### config.mk
export PLATFORM = sky130hd
export DESIGN_NAME = road_step_ctrl_flat
export DESIGN_NICKNAME = d
export VERILOG_FILES = /design/src/rtl/road_step_ctrl_if.sv /design/src/rtl/road_step_ctrl.sv /design/src/flat_wrapper.sv
export SDC_FILE = /design/constraint.sdc
export NUM_CORES = 1
export LEC_CHECK = 0
export CORE_ASPECT_RATIO = 0.6
export CORE_MARGIN = 5
export CORE_UTILIZATION = 50
export CTS_BUF_LIST = sky130_fd_sc_hd__clkbuf_4 sky130_fd_sc_hd__clkbuf_8
export DETAILED_ROUTE_END_ITERATION = 12
export PLACE_DENSITY_LB_ADDON = 0.25
export RECOVER_POWER = 100
export SETUP_SLACK_MARGIN = 0.5
export SYNTH_ARGS = -nofsm -noshare
export SYNTH_HDL_FRONTEND = slang
export SYNTH_SLANG_ARGS = --single-unit
### constraint.sdc
create_clock -name i_clk -period 2.46 [get_ports i_clk]
set_input_delay 0.369 -clock i_clk [delete_from_list [all_inputs] [get_ports i_clk]]
set_output_delay 0.369 -clock i_clk [all_outputs]
set_load 0.01 [all_outputs]
### src/rtl/road_step_ctrl_if.sv
// Handshake and status bundle between the step sequencer and the road datapath.
// The sequencer owns the master view; the datapath (or bench) owns the slave view.
interface road_step_ctrl_if;
  // Board buttons and datapath handshake inputs to the sequencer
  logic        start;
  logic        pause;
  logic        single;
  logic        step_ack;
  logic        jam;
  logic        entry_busy;
  // Sequencer outputs
  logic        clear;
  logic        step_req;
  logic        inject;
  logic [3:0]  inj_vel;
  logic [4:0]  car_cnt;
  logic [10:0] step_cnt;
  logic [2:0]  state;

  modport master (
    input  start, pause, single, step_ack, jam, entry_busy,
    output clear, step_req, inject, inj_vel, car_cnt, step_cnt, state
  );

  modport slave (
    output start, pause, single, step_ack, jam, entry_busy,
    input  clear, step_req, inject, inj_vel, car_cnt, step_cnt, state
  );
endinterface

### src/rtl/road_step_ctrl.sv
// Step sequencer for the road-cell traffic datapath: divides the clock into
// step ticks, issues one req/ack step per tick, schedules car injection into
// entry cell 1 and halts (optionally auto-restarting) on a datapath jam.
module road_step_ctrl #(
  parameter int unsigned DIV          = 25000000,
  parameter int unsigned INJ_PERIOD   = 2,
  parameter int unsigned NUM_CARS     = 30,
  parameter int unsigned MAX_STEPS    = 1000,
  parameter int unsigned HOLD_TICKS   = 8,
  parameter int unsigned AUTO_RESTART = 1
) (
  input  logic              i_clk,
  input  logic              reset,
  road_step_ctrl_if.master  bus
);

  localparam int unsigned HW = (HOLD_TICKS > 1) ? $clog2(HOLD_TICKS) : 1;

  typedef enum logic [2:0] {
    IDLE  = 3'd0,
    CLEAR = 3'd1,
    RUN   = 3'd2,
    BUSY  = 3'd3,
    JAM   = 3'd4
  } state_e;

  state_e       state_q, state_d;
  logic [25:0]  presc;
  logic [10:0]  step_cnt;
  logic [10:0]  phase;      // step_cnt mod INJ_PERIOD, kept incrementally
  logic [4:0]   car_cnt;
  logic [HW-1:0] hold_cnt;
  logic         inj_pend;
  logic         inject_q;
  logic [3:0]   inj_vel_q;

  logic         presc_run;
  logic         tick;
  logic         issue;
  logic         ack;
  logic         due;
  logic         room;
  logic         do_inject;
  logic [3:0]   vel_sel;
  logic [10:0]  step_next;

  // Prescaler only advances while a run is live and not paused; tick is its wrap.
  assign presc_run = (state_q inside {RUN, BUSY, JAM}) && !bus.pause;
  assign tick      = presc_run && (presc == 26'(DIV - 1));
  // Tick and single are mutually exclusive (tick needs pause=0), so at most one step issues.
  assign issue     = (state_q == RUN) && (tick || (bus.pause && bus.single));
  assign ack       = (state_q == BUSY) && bus.step_ack;
  assign step_next = step_cnt + 11'd1;

  assign due       = (phase == 11'd0) || inj_pend;
  assign room      = car_cnt < 5'(NUM_CARS);
  assign do_inject = due && room && !bus.entry_busy;

  // Fixed velocity pattern 3,2,1,4 indexed by the number of cars already injected.
  always_comb begin
    // NOTE: every always_comb output gets a default first so no path infers a latch.
    vel_sel = 4'd0;
    case (car_cnt[1:0])
      2'd0: vel_sel = 4'd3;
      2'd1: vel_sel = 4'd2;
      2'd2: vel_sel = 4'd1;
      2'd3: vel_sel = 4'd4;
      default: vel_sel = 4'd0;
    endcase
  end

  // Next-state logic; jam on the acknowledged step wins over end-of-run.
  always_comb begin
    state_d = state_q;
    case (state_q)
      IDLE:  if (bus.start) state_d = CLEAR;
      CLEAR: state_d = RUN;
      RUN:   if (issue) state_d = BUSY;
      BUSY: begin
        if (ack) begin
          if (bus.jam)                             state_d = JAM;
          else if (step_next == 11'(MAX_STEPS))    state_d = IDLE;
          else                                     state_d = RUN;
        end
      end
      JAM: begin
        if (bus.start)
          state_d = CLEAR;
        else if ((AUTO_RESTART != 0) && tick && (hold_cnt == HW'(HOLD_TICKS - 1)))
          state_d = CLEAR;
      end
      default: state_d = IDLE;
    endcase
  end

  // State register; reset abandons any outstanding request.
  always_ff @(posedge i_clk) begin
    // NOTE: sequential state uses non-blocking assignment so all registers update together.
    if (reset) state_q <= IDLE;
    else       state_q <= state_d;
  end

  // Counters, prescaler and the injection decision latched at step issue.
  always_ff @(posedge i_clk) begin
    if (reset) begin
      presc     <= '0;
      step_cnt  <= '0;
      phase     <= '0;
      car_cnt   <= '0;
      hold_cnt  <= '0;
      inj_pend  <= 1'b0;
      inject_q  <= 1'b0;
      inj_vel_q <= '0;
    end else if (state_q == CLEAR) begin
      presc     <= '0;
      step_cnt  <= '0;
      phase     <= '0;
      car_cnt   <= '0;
      hold_cnt  <= '0;
      inj_pend  <= 1'b0;
      inject_q  <= 1'b0;
      inj_vel_q <= '0;
    end else begin
      if (presc_run)
        presc <= (presc == 26'(DIV - 1)) ? 26'd0 : presc + 26'd1;

      if (issue) begin
        inject_q  <= do_inject;
        inj_vel_q <= do_inject ? vel_sel : 4'd0;
        // A due injection blocked by an occupied entry cell is retried next step.
        if (due && room)
          inj_pend <= bus.entry_busy;
      end

      if (ack) begin
        step_cnt  <= step_next;
        car_cnt   <= car_cnt + {4'd0, inject_q};
        phase     <= (phase == 11'(INJ_PERIOD - 1)) ? 11'd0 : phase + 11'd1;
        inject_q  <= 1'b0;
        inj_vel_q <= 4'd0;
      end

      if ((state_q == JAM) && tick)
        hold_cnt <= hold_cnt + HW'(1);
    end
  end

  assign bus.clear    = (state_q == CLEAR);
  assign bus.step_req = (state_q == BUSY);
  assign bus.inject   = inject_q;
  assign bus.inj_vel  = inj_vel_q;
  assign bus.car_cnt  = car_cnt;
  assign bus.step_cnt = step_cnt;
  assign bus.state    = state_q;

endmodule

### src/flat_wrapper.sv
// flat-port wrapper written by rule: the top's interface ports become plain ports
module road_step_ctrl_flat 
#(
  parameter int unsigned DIV          = 25000000,
  parameter int unsigned INJ_PERIOD   = 2,
  parameter int unsigned NUM_CARS     = 30,
  parameter int unsigned MAX_STEPS    = 1000,
  parameter int unsigned HOLD_TICKS   = 8,
  parameter int unsigned AUTO_RESTART = 1
)
  (i_clk, reset, bus_start, bus_pause, bus_single, bus_step_ack, bus_jam, bus_entry_busy, bus_clear, bus_step_req, bus_inject, bus_inj_vel, bus_car_cnt, bus_step_cnt, bus_state);
  road_step_ctrl_if bus_i ();
  input  logic i_clk;
  input  logic reset;
  input wire logic [$bits(bus_i.start)-1:0] bus_start;
  input wire logic [$bits(bus_i.pause)-1:0] bus_pause;
  input wire logic [$bits(bus_i.single)-1:0] bus_single;
  input wire logic [$bits(bus_i.step_ack)-1:0] bus_step_ack;
  input wire logic [$bits(bus_i.jam)-1:0] bus_jam;
  input wire logic [$bits(bus_i.entry_busy)-1:0] bus_entry_busy;
  output wire logic [$bits(bus_i.clear)-1:0] bus_clear;
  output wire logic [$bits(bus_i.step_req)-1:0] bus_step_req;
  output wire logic [$bits(bus_i.inject)-1:0] bus_inject;
  output wire logic [$bits(bus_i.inj_vel)-1:0] bus_inj_vel;
  output wire logic [$bits(bus_i.car_cnt)-1:0] bus_car_cnt;
  output wire logic [$bits(bus_i.step_cnt)-1:0] bus_step_cnt;
  output wire logic [$bits(bus_i.state)-1:0] bus_state;
  assign bus_i.start = bus_start;
  assign bus_i.pause = bus_pause;
  assign bus_i.single = bus_single;
  assign bus_i.step_ack = bus_step_ack;
  assign bus_i.jam = bus_jam;
  assign bus_i.entry_busy = bus_entry_busy;
  assign bus_clear = bus_i.clear;
  assign bus_step_req = bus_i.step_req;
  assign bus_inject = bus_i.inject;
  assign bus_inj_vel = bus_i.inj_vel;
  assign bus_car_cnt = bus_i.car_cnt;
  assign bus_step_cnt = bus_i.step_cnt;
  assign bus_state = bus_i.state;
  road_step_ctrl #(.DIV(DIV), .INJ_PERIOD(INJ_PERIOD), .NUM_CARS(NUM_CARS), .MAX_STEPS(MAX_STEPS), .HOLD_TICKS(HOLD_TICKS), .AUTO_RESTART(AUTO_RESTART)) u_core (.i_clk(i_clk), .reset(reset), .bus(bus_i));
endmodule
=== After elaboration in Yosys (flattened, before gate mapping) ===
Cells that the tools add are included.

* Flip-flop bits (word level): 65
* Input port bits: 8
* Output and inout port bits: 26
* Word-level logic and storage cells: 63

* Add/subtract/negate cells: 5
* Order comparisons: 1
* Equal/unequal tests: 15
* Muxes and demuxes: 12
* Reduce and logical (&&, ||, !) cells: 21

{| class="wikitable"
|+ Operators with widths
! cell !! count
|-
| $add A26 B1 Y26 const B || 1
|-
| $eq A26 B25 Y1 const B || 1
|-
| $mux W26 || 1
|-
| $add A11 B1 Y11 const B || 2
|-
| $mux W3 || 6
|-
| $pmux W4 S4 || 1
|-
| $pmux W3 S5 || 1
|-
| $eq A11 B1 Y1 const B || 1
|-
| $eq A11 B10 Y1 const B || 1
|-
| $logic_not A11 Y1 || 1
|-
| $mux W11 || 1
|-
| $logic_and A1 B1 Y1 || 9
|-
| $eq A3 B2 Y1 const B || 2
|-
| $eq A3 B3 Y1 const B || 2
|-
| $add A5 B1 Y5 || 1
|-
| $lt A5 B5 Y1 const B || 1
|-
| $eq A2 B2 Y1 const B || 2
|-
| $mux W4 || 1
|-
| $ne A2 B1 Y1 const B || 2
|-
| $reduce_and A4 Y1 || 1
|-
| $add A3 B1 Y3 const B || 1
|-
| $eq A3 B1 Y1 const B || 1
|-
| $logic_not A3 Y1 || 1
|-
| $ne A3 B3 Y1 const B || 1
|-
| 10 further kinds || 12
|}

=== Depth between registers and ports, before layout ===
* Depth after elaboration: 8
* Depth in mapped cells: 8
* Gate-level depth less buffers: 7

=== Worst setup path after synthesis ===
Ideal clock, no wire load.

* Path kind: register to register
* Start point: reg u_core.state_q[2] (netlist: u_core.bus.state[2])
* End point: reg u_core.hold_cnt[1]
* Library setup time: 0.128 ns
* Data arrival time: 1.971 ns
* Path slack: 0.361 ns
* Cell stages (with the launch flop): 7
* Clock period less this slack: 2.099 ns
* Cells stage by stage: dfxtp_1 or3b_1 buf_6 a2111o_1 nor4_4 mux2i_1 nor2_1

* Cells in the longest elaborated chain, start to end: 5
* Elaborated cells on any way between the ends: 9

{| class="wikitable"
|+ Ends and longest elaborated chain
! element !! RTL line !! source
|-
| start: declaration || road_step_ctrl.sv:27 || <nowiki>state_e state_q, state_d;</nowiki>
|-
| start signal: assignment || road_step_ctrl.sv:100 || <nowiki>else state_q <= state_d;</nowiki>
|-
| $eq A3 B2 Y1 / $eq A3 B3 Y1 (equally long branches) || road_step_ctrl.sv:48, road_step_ctrl.sv:143 ||
|-
| $reduce_bool A3 Y1 || road_step_ctrl.sv:48 || <nowiki>assign presc_run = (state_q inside {RUN, BUSY, JAM}) && !bus.pause;</nowiki>
|-
| $logic_and A1 B1 Y1 || road_step_ctrl.sv:48 ||
|-
| $logic_and A1 B1 Y1 || road_step_ctrl.sv:49 || <nowiki>assign tick = presc_run && (presc == 26'(DIV - 1));</nowiki>
|-
| $logic_and A1 B1 Y1 || road_step_ctrl.sv:143 || <nowiki>if ((state_q == JAM) && tick)</nowiki>
|-
| end signal: assignment || road_step_ctrl.sv:144 || <nowiki>hold_cnt <= hold_cnt + HW'(1);</nowiki>
|-
| end: declaration || road_step_ctrl.sv:32 || <nowiki>logic [HW-1:0] hold_cnt;</nowiki>
|}

Several ways; a longest one is shown, not always the timed one.
A chain may end at the register's enable or synchronous reset.

=== Worst setup path after layout ===
* Start point: reg u_core.phase[7]
* End point: reg u_core.phase[7]

* Cells in the longest elaborated chain, start to end: 2
* Elaborated cells on any way between the ends: 3

{| class="wikitable"
|+ Ends and longest elaborated chain
! element !! RTL line !! source
|-
| start: declaration || road_step_ctrl.sv:30 || <nowiki>logic [10:0] phase;</nowiki>
|-
| start signal: assignment || road_step_ctrl.sv:138 || <nowiki>phase <= (phase == 11'(INJ_PERIOD - 1)) ? 11'd0 : phase + 11'd1;</nowiki>
|-
| $add A11 B1 Y11 / $eq A11 B1 Y1 (equally long branches) || road_step_ctrl.sv:138 ||
|-
| $mux W11 (*) || road_step_ctrl.sv:138 ||
|}

Mark *: on every way between the ends. The rest lies on a longest branch, timed or not.

==> results_dict.tcl <==
set metrics [dict create \
    min_period_over_period_pct 90.6 \
    timing.setup.critical_path_class "reg2reg" \
    intPower_w 0.00170 \
    cp-end-kind "register" \
    dp_hpwl_um 5470 \
    drt_pass_1_iters 5 \
    grt_pass1_vias 2578 \
    core_um2 6590 \
    cts_root_buffer "sky130_fd_sc_hd__clkbuf_8" \
    final_cell_area_um2 4210 \
    top_level_ports 34 \
    clock_tree.htree_level_count 3 \
    max-slew-margin-rel_pct 21.6 \
    setup_viol 0 \
    vias_per_cell 5.65 \
    dpl-instance-area_um2 3800 \
    die_h_um 73.3 \
    synth_edf_count 0 \
    share_comb_of_total_power_pct 15.1 \
    grt_util_all_layers_pct 19.1 \
    worstPathMaxFanout 5 \
    synth_nets 406 \
    share_seq_of_total_power_pct 46.0 \
    power_frac_clock_pct 38.9 \
    achievable-frequency_ghz 0.449 \
    syn-cell-area_um2 3340 \
    async_reset_ff_share_pct 0 \
    placement_rows 23 \
    adder_cell_share_of_the_synthesized_area_pct 3.37 \
    netlist-cell-type-count 57 \
    clock_latency_on_the_worst_skew_pair_ns 0.35 \
    tightest_slew_ns 1.18 \
    switching_power_w 0.000612 \
    avgSynthCellArea_um2 8.58 \
    grt_pass1_wl_um 12800 \
    clock_sink_count 64 \
    max_cap_violations 0 \
    drt_drc_violations_left 0 \
    cts-buffers-inserted 9 \
    cts.path.max_buffers 2 \
    postSynthCellCount 389 \
    finalClockSkew_ns 0.00596 \
    synth_xor_area_share_pct 12.6 \
    outcome "completed" \
    postSynthRegisterBits 64 \
    fillerInstances 543 \
    routabilityCongestion 0.817 \
    setup_tns_ns 0 \
    worst_ep_arrival_time_ns 2.47 \
    grt_start_max_net_pins 25 \
    rsz0062_at_grt "true" \
    buffer_ports.inserted 32 \
    iteration_0_drc_count_of_the_detailed_router 289 \
    route.vias.total 2976 \
    gr-total-overflow 0 \
    chip_width_um 116 \
    antenna_violating_nets_post_route 0 \
    cts_tree "built" \
    crit_required_ns 2.70 \
    cellLeakagePower_nw 1.57 \
    clk_transition_reported_paths_ns 0.07 \
    synth_area_in_simple_gates_pct 29.1 \
    sw_frac_of_total_pct 26.5 \
    die_area_um2 8470 \
    areaGrowthSynthToFinish_pct 26.0 \
    startpoint_type "register" \
    finalHoldViolations 0 \
    drive_above_1_share_pct 14.3 \
    synth_top_flop_cell "sky130_fd_sc_hd__dfxtp_1" \
    hp-class "reg2reg" \
    diodes 0 \
    min_period_ns 2.23 \
    totalWireLength_um 8130 \
    synth-compound-area-share_pct 10.8 \
    synth_sequential_area_ratio_pct 38.4 \
    floorplan.initialDensity_pct 50.7 \
    drt-wirelength-per-cell_um 15.4 \
    power.ir.vdd_worst_mv 0.410 \
    yosys_warnings 0 \
    grt_antenna_before_repair 0 \
    finalNetCount 452 \
    synth_top_family_by_area "simple AND/OR/NAND/NOR gates" \
    synth.area.mux_share_pct 2.10 \
    final-max-slew-violation-count 0 \
    final_util_pct 63.9 \
    power.density_nw_per_um2 548 \
]
==> power by group through the flow <==
stage / clock network [W] / logic (W) / registers (W)
after global routing: 0.000966 / 0.000373 / 0.00106
after CTS: 0.000922 / 0.000294 / 0.00106
after global placement: 0 / 0.000289 / 0.00108
final: 0.000898 / 0.000348 / 0.00106
after detailed placement: 0 / 0.000291 / 0.00108
after floorplan: 0 / 0.000176 / 0.00109
==> synthesized netlist by cell type (9+ instances only) <==
library cell	n	share of area, %
sky130_fd_sc_hd__a21oi_1	15	2.2
sky130_fd_sc_hd__ha_1	9	3.4
sky130_fd_sc_hd__and3_1	10	1.9
sky130_fd_sc_hd__nor2_1	61	6.9
sky130_fd_sc_hd__xor2_1	16	4.2
sky130_fd_sc_hd__xnor2_1	32	8.4
sky130_fd_sc_hd__inv_1	10	1.1
sky130_fd_sc_hd__nand3_1	16	2.4
sky130_fd_sc_hd__nand4_1	16	3.0
sky130_fd_sc_hd__clkbuf_1	11	1.2
sky130_fd_sc_hd__dfxtp_1	64	38
sky130_fd_sc_hd__nand2_1	37	4.2
==> registers in the layout, summed over array words and instances, names as in the netlist, 3 cells and up <==
name / flops
u_core.phase: 11
u_core.hold_cnt: 3
u_core.presc: 26
u_core.bus.inj_vel: 3
u_core.bus.car_cnt: 5
u_core.bus.state: 3
u_core.bus.step_cnt: 11
==> layout make-up <==
cell class | instances | area, µm² | area share [%]
clock inverters | 4 | 45.0 | 1.07
repair buffers | 52 | 527 | 12.5
well taps | 87 | 109 | 2.59
clock buffers | 12 | 146 | 3.48
flip-flops and latches | 64 | 1280 | 30.5
inverters | 10 | 37.5 | 0.892
multi-input cells | 298 | 2060 | 48.9
==> routing by layer <==
metal / share of wire [%] / routed length (µm) / global-route usage, % / vias up
met2: 40 / 3250 / 24.8 / 107
met5: 0 / 0 / 0 / -
met3: 7.3 / 591 / 6.34 / 10
li1: - / - / - / 1473
met4: 0.91 / 74 / 5.60 / 0
met1: 52 / 4210 / 29.4 / 1386
==> timing repair <==
action	4_1_cts	5_1_grt
cloned	0	4
setup buffers	2	5
gates resized for setup	8	24
hold buffers	0	0
setup endpoints to repair	40	44
pin swaps	3	6
endpoints found under the hold margin	0	0
==> critical path: stages (launching register included) <==
cell                      delay, ns
sky130_fd_sc_hd__dfxtp_1       0.34
sky130_fd_sc_hd__or4_1         0.57
sky130_fd_sc_hd__or4_4         0.53
sky130_fd_sc_hd__o21ai_0       0.44
sky130_fd_sc_hd__buf_6         0.19
sky130_fd_sc_hd__nor2_1        0.05
==> logic make-up (layout without fill, tap and decap cells) <==
family | after synthesis | after routing
buffers and inverters | 27 | 78
adder cells (fa/ha/maj) | 9 | 9
AND/OR/NAND/NOR | 187 | 187
AO/OA/AOI/OAI | 46 | 46
XOR/XNOR | 48 | 48
other | 1 | 1
multiplexers | 7 | 7
flip-flops | 64 | 64
==> worst paths after layout <==
check	start	end	slack (ns)	cells after the start
worst max register to register	u_core.phase[7]	u_core.phase[7]	0.23	5
worst max-delay path	u_core.phase[7]	u_core.phase[7]	0.23	5
worst min register to register	u_core.bus.inj_vel[2]	u_core.bus.inj_vel[2]	0.46	2
worst min-delay path	u_core.bus.inj_vel[2]	u_core.bus.inj_vel[2]	0.46	2
==> placed cells by master (no fill, tap or decap), drive strengths merged, types with 3 or more instances in the layout <==
cell type / netlist / final
clkbuf: 11 / 16
nor4b: 6 / 6
or2: 3 / 3
a2111oi: 3 / 3
and4: 7 / 7
or3: 3 / 3
xor2: 16 / 16
nand3: 16 / 16
dlygate4sd3: 0 / 21
a21oi: 15 / 15
clkdlybuf4s50: 0 / 9
o2111ai: 4 / 4
xnor2: 32 / 32
clkinv: 0 / 3
nor3b: 4 / 4
nand4: 16 / 16
nor3: 6 / 6
nand2: 37 / 37
ha: 9 / 9
and3: 10 / 10
dfxtp: 64 / 64
nor4: 6 / 6
buf: 6 / 16
o211ai: 4 / 4
inv: 10 / 10
mux2i: 7 / 7
o21ai: 4 / 4
nor2: 61 / 61
==> metrics by stage <==
stage / hold WS (ns) / setup slack [ns] / total power, W / cells
after floorplan: 0.431 / 0.409 / 0.00127 / 389
after global placement: 0.450 / 0.260 / 0.00137 / 500
after detailed placement: 0.456 / 0.198 / 0.00138 / 500
after CTS: 0.466 / 0.386 / 0.00228 / 518
after global routing: 0.496 / 0.160 / 0.00240 / 527
final: 0.457 / 0.232 / 0.00231 / 527
(Power assumes the default switching activity.)
